$ cat src/rtl/decode.sv
// Instruction decode stage: register file with write-through bypass,
// opcode classification, immediate extraction and a registered output bank.
module decode (
    input  logic        clk,
    input  logic        reset,
    input  logic [31:0] instr,
    input  logic [31:0] pc_i,
    input  logic        instr_valid,
    input  logic        flush,
    input  logic        wb_en,
    input  logic [4:0]  wb_dest,
    input  logic [31:0] wb_data,
    output logic        is_store,
    output logic        is_load,
    output logic        is_ui,
    output logic        add_pc,
    output logic        is_branch,
    output logic        is_jump,
    output logic        is_reg,
    output logic        is_alu,
    output logic [31:0] operand_a,
    output logic [31:0] operand_b,
    output logic [31:0] branch_dest,
    output logic [31:0] store_data,
    output logic [31:0] curr_pc,
    output logic [4:0]  dest,
    output logic [2:0]  func3,
    output logic        func7,
    output logic        valid_o,
    output logic        illegal
);

    localparam logic [6:0] OPC_LUI    = 7'b0110111;
    localparam logic [6:0] OPC_AUIPC  = 7'b0010111;
    localparam logic [6:0] OPC_JAL    = 7'b1101111;
    localparam logic [6:0] OPC_JALR   = 7'b1100111;
    localparam logic [6:0] OPC_BRANCH = 7'b1100011;
    localparam logic [6:0] OPC_LOAD   = 7'b0000011;
    localparam logic [6:0] OPC_STORE  = 7'b0100011;
    localparam logic [6:0] OPC_OP     = 7'b0110011;
    localparam logic [6:0] OPC_OPIMM  = 7'b0010011;

    logic [31:0] regs_q [32];
    logic [31:0] regs_d [32];

    logic [4:0]  rs1_s, rs2_s, rd_s;
    logic [6:0]  opcode_s;
    logic [31:0] rs1_val_s, rs2_val_s;
    logic [31:0] imm_i_s, imm_s_s, imm_b_s, imm_j_s, imm_u_s;

    logic        is_store_d, is_load_d, is_ui_d, add_pc_d;
    logic        is_branch_d, is_jump_d, is_reg_d, is_alu_d;
    logic        is_store_q, is_load_q, is_ui_q, add_pc_q;
    logic        is_branch_q, is_jump_q, is_reg_q, is_alu_q;
    logic [31:0] operand_a_d, operand_b_d, branch_dest_d, store_data_d, curr_pc_d;
    logic [31:0] operand_a_q, operand_b_q, branch_dest_q, store_data_q, curr_pc_q;
    logic [4:0]  dest_d, dest_q;
    logic [2:0]  func3_d, func3_q;
    logic        func7_d, func7_q, valid_d, valid_q, illegal_d, illegal_q;

    assign opcode_s = instr[6:0];
    assign rd_s     = instr[11:7];
    assign rs1_s    = instr[19:15];
    assign rs2_s    = instr[24:20];
    assign imm_i_s  = {{20{instr[31]}}, instr[31:20]};
    assign imm_s_s  = {{20{instr[31]}}, instr[31:25], instr[11:7]};
    assign imm_b_s  = {{19{instr[31]}}, instr[31], instr[7], instr[30:25], instr[11:8], 1'b0};
    assign imm_j_s  = {{11{instr[31]}}, instr[31], instr[19:12], instr[20], instr[30:21], 1'b0};
    assign imm_u_s  = {instr[31:12], 12'd0};

    // Register file next state: apply write-back, x0 stays hard-wired to zero
    always_comb begin
        for (int i = 0; i < 32; i++) begin
            regs_d[i] = regs_q[i];
        end
        if (wb_en && (wb_dest != 5'd0)) begin
            regs_d[wb_dest] = wb_data;
        end else begin
            regs_d[0] = 32'd0;
        end
        regs_d[0] = 32'd0;
    end

    // Source operand read with same-cycle write-back forwarding
    always_comb begin
        if (rs1_s == 5'd0) begin
            rs1_val_s = 32'd0;
        end else if (wb_en && (wb_dest == rs1_s)) begin
            rs1_val_s = wb_data;
        end else begin
            rs1_val_s = regs_q[rs1_s];
        end
        if (rs2_s == 5'd0) begin
            rs2_val_s = 32'd0;
        end else if (wb_en && (wb_dest == rs2_s)) begin
            rs2_val_s = wb_data;
        end else begin
            rs2_val_s = regs_q[rs2_s];
        end
    end

    // Instruction classification and operand selection for the next output bank
    always_comb begin
        is_store_d    = 1'b0;
        is_load_d     = 1'b0;
        is_ui_d       = 1'b0;
        add_pc_d      = 1'b0;
        is_branch_d   = 1'b0;
        is_jump_d     = 1'b0;
        is_reg_d      = 1'b0;
        is_alu_d      = 1'b0;
        operand_a_d   = 32'd0;
        operand_b_d   = 32'd0;
        branch_dest_d = 32'd0;
        store_data_d  = 32'd0;
        curr_pc_d     = pc_i;
        dest_d        = 5'd0;
        func3_d       = 3'd0;
        func7_d       = 1'b0;
        valid_d       = 1'b0;
        illegal_d     = 1'b0;
        if (flush || !instr_valid) begin
            // bubble: every default above already describes it
            valid_d = 1'b0;
        end else begin
            valid_d = 1'b1;
            func3_d = instr[14:12];
            case (opcode_s)
                OPC_LUI: begin
                    is_ui_d     = 1'b1;
                    operand_a_d = imm_u_s;
                    dest_d      = rd_s;
                end
                OPC_AUIPC: begin
                    is_ui_d     = 1'b1;
                    add_pc_d    = 1'b1;
                    operand_a_d = imm_u_s;
                    dest_d      = rd_s;
                end
                OPC_JAL: begin
                    is_jump_d   = 1'b1;
                    operand_a_d = imm_j_s;
                    dest_d      = rd_s;
                end
                OPC_JALR: begin
                    is_jump_d   = 1'b1;
                    is_reg_d    = 1'b1;
                    operand_a_d = rs1_val_s;
                    operand_b_d = imm_i_s;
                    dest_d      = rd_s;
                end
                OPC_BRANCH: begin
                    is_branch_d   = 1'b1;
                    operand_a_d   = rs1_val_s;
                    operand_b_d   = rs2_val_s;
                    branch_dest_d = imm_b_s;
                end
                OPC_LOAD: begin
                    is_load_d   = 1'b1;
                    operand_a_d = rs1_val_s;
                    operand_b_d = imm_i_s;
                    dest_d      = rd_s;
                end
                OPC_STORE: begin
                    is_store_d   = 1'b1;
                    operand_a_d  = rs1_val_s;
                    operand_b_d  = imm_s_s;
                    store_data_d = rs2_val_s;
                end
                OPC_OP: begin
                    is_alu_d    = 1'b1;
                    operand_a_d = rs1_val_s;
                    operand_b_d = rs2_val_s;
                    func7_d     = instr[30];
                    dest_d      = rd_s;
                end
                OPC_OPIMM: begin
                    is_alu_d    = 1'b1;
                    operand_a_d = rs1_val_s;
                    operand_b_d = imm_i_s;
                    // only the shift-right group uses bit 30 as a modifier
                    func7_d     = (instr[14:12] == 3'b101) ? instr[30] : 1'b0;
                    dest_d      = rd_s;
                end
                default: begin
                    valid_d   = 1'b0;
                    func3_d   = 3'd0;
                    illegal_d = 1'b1;
                end
            endcase
        end
    end

    // State update: reset clears the register file and every output
    always_ff @(posedge clk) begin
        if (reset) begin
            for (int i = 0; i < 32; i++) begin
                regs_q[i] <= 32'd0;
            end
            is_store_q    <= 1'b0;
            is_load_q     <= 1'b0;
            is_ui_q       <= 1'b0;
            add_pc_q      <= 1'b0;
            is_branch_q   <= 1'b0;
            is_jump_q     <= 1'b0;
            is_reg_q      <= 1'b0;
            is_alu_q      <= 1'b0;
            operand_a_q   <= 32'd0;
            operand_b_q   <= 32'd0;
            branch_dest_q <= 32'd0;
            store_data_q  <= 32'd0;
            curr_pc_q     <= 32'd0;
            dest_q        <= 5'd0;
            func3_q       <= 3'd0;
            func7_q       <= 1'b0;
            valid_q       <= 1'b0;
            illegal_q     <= 1'b0;
        end else begin
            for (int i = 0; i < 32; i++) begin
                regs_q[i] <= regs_d[i];
            end
            is_store_q    <= is_store_d;
            is_load_q     <= is_load_d;
            is_ui_q       <= is_ui_d;
            add_pc_q      <= add_pc_d;
            is_branch_q   <= is_branch_d;
            is_jump_q     <= is_jump_d;
            is_reg_q      <= is_reg_d;
            is_alu_q      <= is_alu_d;
            operand_a_q   <= operand_a_d;
            operand_b_q   <= operand_b_d;
            branch_dest_q <= branch_dest_d;
            store_data_q  <= store_data_d;
            curr_pc_q     <= curr_pc_d;
            dest_q        <= dest_d;
            func3_q       <= func3_d;
            func7_q       <= func7_d;
            valid_q       <= valid_d;
            illegal_q     <= illegal_d;
        end
    end

    assign is_store    = is_store_q;
    assign is_load     = is_load_q;
    assign is_ui       = is_ui_q;
    assign add_pc      = add_pc_q;
    assign is_branch   = is_branch_q;
    assign is_jump     = is_jump_q;
    assign is_reg      = is_reg_q;
    assign is_alu      = is_alu_q;
    assign operand_a   = operand_a_q;
    assign operand_b   = operand_b_q;
    assign branch_dest = branch_dest_q;
    assign store_data  = store_data_q;
    assign curr_pc     = curr_pc_q;
    assign dest        = dest_q;
    assign func3       = func3_q;
    assign func7       = func7_q;
    assign valid_o     = valid_q;
    assign illegal     = illegal_q;

endmodule

$ cat config.mk
export PLATFORM = sky130hd
export DESIGN_NAME = decode
export DESIGN_NICKNAME = d
export VERILOG_FILES = /design/src/rtl/decode.sv
export SDC_FILE = /design/constraint.sdc
export NUM_CORES = 2
export LEC_CHECK = 0
export CAP_MARGIN = 15
export CELL_PAD_IN_SITES_DETAIL_PLACEMENT = 0
export CELL_PAD_IN_SITES_GLOBAL_PLACEMENT = 1
export CORE_MARGIN = 1.5
export CORE_UTILIZATION = 35
export CTS_CLUSTER_SIZE = 10
export DETAILED_ROUTE_END_ITERATION = 10
export PLACE_DENSITY_LB_ADDON = 0.1
export SETUP_SLACK_MARGIN = 0.02
export SLEW_MARGIN = 20
export SYNTH_ARGS = -nofsm -noshare
export SYNTH_HDL_FRONTEND = slang
export SYNTH_SLANG_ARGS = --single-unit
$ cat constraint.sdc
create_clock -name clk -period 2.9 [get_ports clk]
set_clock_uncertainty 0.1 [all_clocks]
set_input_delay 0.58 -clock clk [delete_from_list [all_inputs] [get_ports clk]]
set_output_delay 0.58 -clock clk [all_outputs]
set_load 0.005 [all_outputs]
## Word level (Yosys, flattened, before mapping)

Memory sizes are Yosys's and may differ from the RTL's.
Cells that the tools add are included.

- Bitwise operators: 37
- Mux-type cells: 57
- Equality and inequality tests: 12
- Reductions and logical operators: 22
- Magnitude comparators: 2

Operators by type and width:

| cell | count |
|---|---|
| $mux 32 | 37 |
| $bwmux 1024 | 1 |
| $mux 992 | 1 |
| $pmux 32 s3 | 2 |
| $demux 32 s5 | 1 |
| $or 1x1->1 | 32 |
| $eq 7x6->1 const B | 3 |
| $eq 7x7->1 const B | 3 |
| $reduce_or 3->1 | 5 |
| $eq 7x5->1 const B | 2 |
| $mux 1 | 14 |
| $eq 5x5->1 | 2 |
| $logic_not 5->1 | 2 |
| $reduce_or 2->1 | 5 |
| $reduce_or 9->1 | 1 |
| $eq 7x2->1 const B | 1 |
| $reduce_or 7->1 | 1 |
| $ge 6x6->1 const B | 1 |
| $lt 6x1->1 const B | 1 |
| $not 5->6 | 1 |
| $reduce_or 6->1 | 1 |
| $reduce_bool 5->1 | 1 |
| $logic_and 1x1->1 | 4 |
| $not 1->1 | 4 |
| 4 further kinds | 4 |

- Register bits: 160
- RAM bits: 1024
- Input bits: 106
- Logic and storage cells: 150
- Memories kept: 1
- Output and inout port bits: 179

Memory list:

| name | depth | bits a word | rd ports | clocked after Yosys merged registers in | wr ports | line | source |
|---|---|---|---|---|---|---|---|
| regs_q | 32 | 32 | 34 | 0 | 32 | 43 | `logic [31:0] regs_q [32];` |

## Depth between registers and ports, before layout

- Depth in word-level cells: 8
- Mapped depth: 12
- Mapped depth without buffers: 6

## Worst setup path after synthesis

Ideal clock, no wire load.

- Path type: input to register
- From: in instr[15]
- To: reg operand_a_q[23], in the netlist operand_a[23]
- Buffers on the path: 4
- Arrival: 2.456 ns
- Stages on the path: 9
- Slack: 0.200 ns
- Required time: 2.656 ns
- Setup time: 0.144 ns
- Cell sequence: buf_4 > buf_4 > buf_4 > buf_2 > mux4_2 > a22oi_1 > o21ai_0 > a21oi_1 > o22ai_1

- Cells in the longest elaborated chain, start to end: 5
- Elaborated cells on any way between the ends: 7
- Classes of those cells: eq/ne (1); mux (3); reduce/logical (2); memory (1)

RTL lines:

| element | line | source |
|---|---|---|
| from (decl) | 6 | `input logic [31:0] instr,` |
| branches (longest 3 deep; another with $mem_v2 32x32) | -- |  |
| $mux 32 (*) | 86 | `if (rs1_s == 5'd0) begin` |
| $pmux 32 s3 (*) | 128 | `case (opcode_s)` |
| to (signal assigned) | 230 | `operand_a_q <= operand_a_d;` |
| to (decl) | 56 | `logic [31:0] operand_a_q, operand_b_q, branch_dest_q, store_data_q, curr_pc_q;` |

Every way passes the cells marked *.
A chain may end at the register's enable or synchronous reset.

## Final worst setup path

- From: reg operand_a_q[12], in the netlist operand_a[12]
- To: out operand_a[12]

RTL lines:

| element | line | source |
|---|---|---|
| to (decl) | 21 | `output logic [31:0] operand_a,` |

No word-level cell between the ends.

==> run_results.csv <==
group,metric,value,unit
worst_setup_path,cp.arrival,2040,ps
placed_design,dpl.hpwl,187,mm
clocking,holdBufCountCts,0,
power,p_leak,23.9,nW
floorplanning,num_io_pins,285,
floorplanning,core,0.158,mm^2
drt,wire_per_inst,30.7,um
timing,rsz0062_at_grt,"false",
placed_design,place.gp.congestion,0.917,
run_status,status,"finished, final reports clean",
yosys,syn_inst,6466,
clocking,postCtsSetupBuffers,0,
drt,drt_pass1_iterations,6,
finish,area_delta_synth_final,25.6,%
worst_setup_path,worstPathCellList,"clkdlybuf4s50_1",
timing,tightest_slew,1290,ps
timing,setup_ws,179,ps
clocking,clk_pin_slew,60,ps
clocking,postCtsResizedCells,0,
yosys,ys_ff_latch,1151,
drt,wl,277,mm
worst_setup_path,slowest_stage,"dfxtp_1",
timing,slew_headroom,14.0,%
yosys,synth_nets,6572,
drt,detail-route-antenna-nets,0,
worst_setup_path,endpoint_kind,"output port",
finish,stdcell_count,9023,
yosys,syn_avg_cell_area,8.63,um^2
global_route,grt_usage,33.4,%
finish,finalNetCount,6967,
worst_setup_path,required,2220,ps
finish,layout-drive-gt1-share,20.4,%
placed_design,dp.cells,8786,
floorplanning,dieWidth,402,um
worst_setup_path,r2r_setup_slack,380,ps
drt,route.detailed.drc,0,
timing,period_minus_slack,2720,ps
hold_path,whs_path_depth,3,
clocking,cts-root-buf,"clkbuf_16",
timing,fin_crit_sh,93.8,%
timing,tns,0,ps
timing,holdWs,188,ps
finish,fillers,15320,
clocking,tritoncts,"built",
clocking,cts-htree-levels,4,
global_route,overflow,0,
power,peakVddDrop,0.590,mV
worst_setup_path,crit_cells,1,
drt,num_vias,53311,
power,p_total,0.0372,W
global_route,grt_pass1_vias,50308,
yosys,synthArstFlopShare,0,%
worst_setup_path,start_kind,"flip-flop",
timing,hold_viol,0,
timing,max_freq,368,MHz
worst_setup_path,cpLargestDelayFamily,"flip-flops",
yosys,ys_seq_area_share,41.3,%
placed_design,dpl_worst_slack,-602,ps
worst_setup_path,r2r_cells,5,
clocking,cts_buffers,145,
floorplanning,die_area,0.162,mm^2
clocking,clk-insertion-delay-late,790,ps
floorplanning,chipHeight,402,um
finish,top_register,"regs_q",
yosys,synth-edff-count,0,
yosys,synth_ff_type,"dfxtp_1",
clocking,cts_sinks,1151,
yosys,syn_area,0.0558,mm^2
placed_design,port_buffers,283,
global_route,grt_pass1_wl,389,mm
global_route,antenna_found_initial,7,
worst_setup_path,cpPeakStageDelay,650,ps
power,power_density,531,mW/mm^2
hold_path,hp-class,"in2reg",
finish,largest_reg_flops,992,
timing,setup_viol,0,
worst_setup_path,path_max_fanout,1,
clocking,cts_buffer_depth,3,
worst_setup_path,crit_buf_inv,1,
drt,drtIter0Drc,6471,
drt,viasPerCell,5.91,
floorplanning,start_util,35.2,%
run,max_cap_viol_count,0,
yosys,yosys_warnings,0,
global_route,grt_max_degree,211,
worst_setup_path,critical_path_class,"reg2out",
floorplanning,rows,146,
yosys,netlist-cell-type-count,70,
timing,slew_violations,0,
cell usage after synthesis (55+ instances only):
master	instances	area, um^2
o22ai_1	68	425
nand2_1	2102	7890
mux2_2	82	923
o21ai_0	77	385
a221oi_1	73	639
mux2i_1	153	1530
a22oi_1	60	450
nor2b_1	69	432
buf_2	71	355
clkbuf_1	536	2010
nor2_1	101	379
dfxtp_1	1151	23000
buf_4	55	413
mux4_2	376	8470
a21oi_1	1048	5250
where the power goes:
group / switching (W) / internal, W
registers: 0.0000848 / 0.0159
logic: 0.00237 / 0.00137
clock network: 0.00736 / 0.0101
total: 0.00982 / 0.0274
layout make-up:
class	instances	area, um^2	area share (%)
Timing Repair Buffer	941	9860	14.1
Tap cell	2072	2590	3.70
Multi-Input combinational cell	4616	30200	43.0
Inverter	6	22.5	0.0321
Clock inverter	24	292	0.416
Clock buffer	211	4130	5.89
Antenna cell	2	5.00	0.00714
Sequential cell	1151	23000	32.9
metrics by stage:
stage / util [%] / cell area, um^2
final: 44.3 / 70100
after global routing: 44.3 / 70100
after CTS: 44.3 / 70100
after detailed placement: 41.5 / 65700
after global placement: 41.5 / 65700
after floorplan: - / 55800
cell families (layout without fill, tap and decap cells):
logic type	Yosys count	in the layout	synth area share (%)
compound gates	1530	1530	15.9
xor+xnor	11	11	0.173
buf+inv	699	1182	5.29
flops	1151	1151	41.3
mux	611	611	19.6
other cells	1	3	0.00672
simple gates	2463	2463	17.8
per-layer routing:
layer / track usage (%) / wire (um) / share of wire, % / vias to the layer above
li1: - / - / - / 23400
met1: 43.9 / 114000 / 41 / 26652
met2: 52.6 / 125000 / 45 / 2719
met3: 6.91 / 24100 / 8.7 / 536
met4: 15.6 / 14300 / 5.2 / 4
met5: 0 / 28 / 0.010 / -
path summary, 6_finish.rpt:
check / start / end
setup / recovery: operand_a[12] / operand_a[12]
hold / removal: instr[24] / operand_a[4]
setup reg to reg: regs_q[31][6] / store_data[6]
hold reg to reg: regs_q[26][1] / regs_q[26][1]
placed cells by master, fill, tap and decap left out, types with 66 or more instances in the layout:
cell type	Yosys	final
nand2_1	2102	2071
dfxtp_1	1151	1150
a21oi_1	1048	1048
buf_4	55	493
mux4_2	376	376
clkdlybuf4s50_1	0	268
buf_12	0	167
mux2i_1	153	153
clkbuf_16	0	146
mux2_2	82	82
o21ai_0	77	77
a221oi_1	73	73
nor2_1	101	71
o22ai_1	68	68
nor2b_1	69	66
Note: power is estimated with default switching activity, not from simulation.
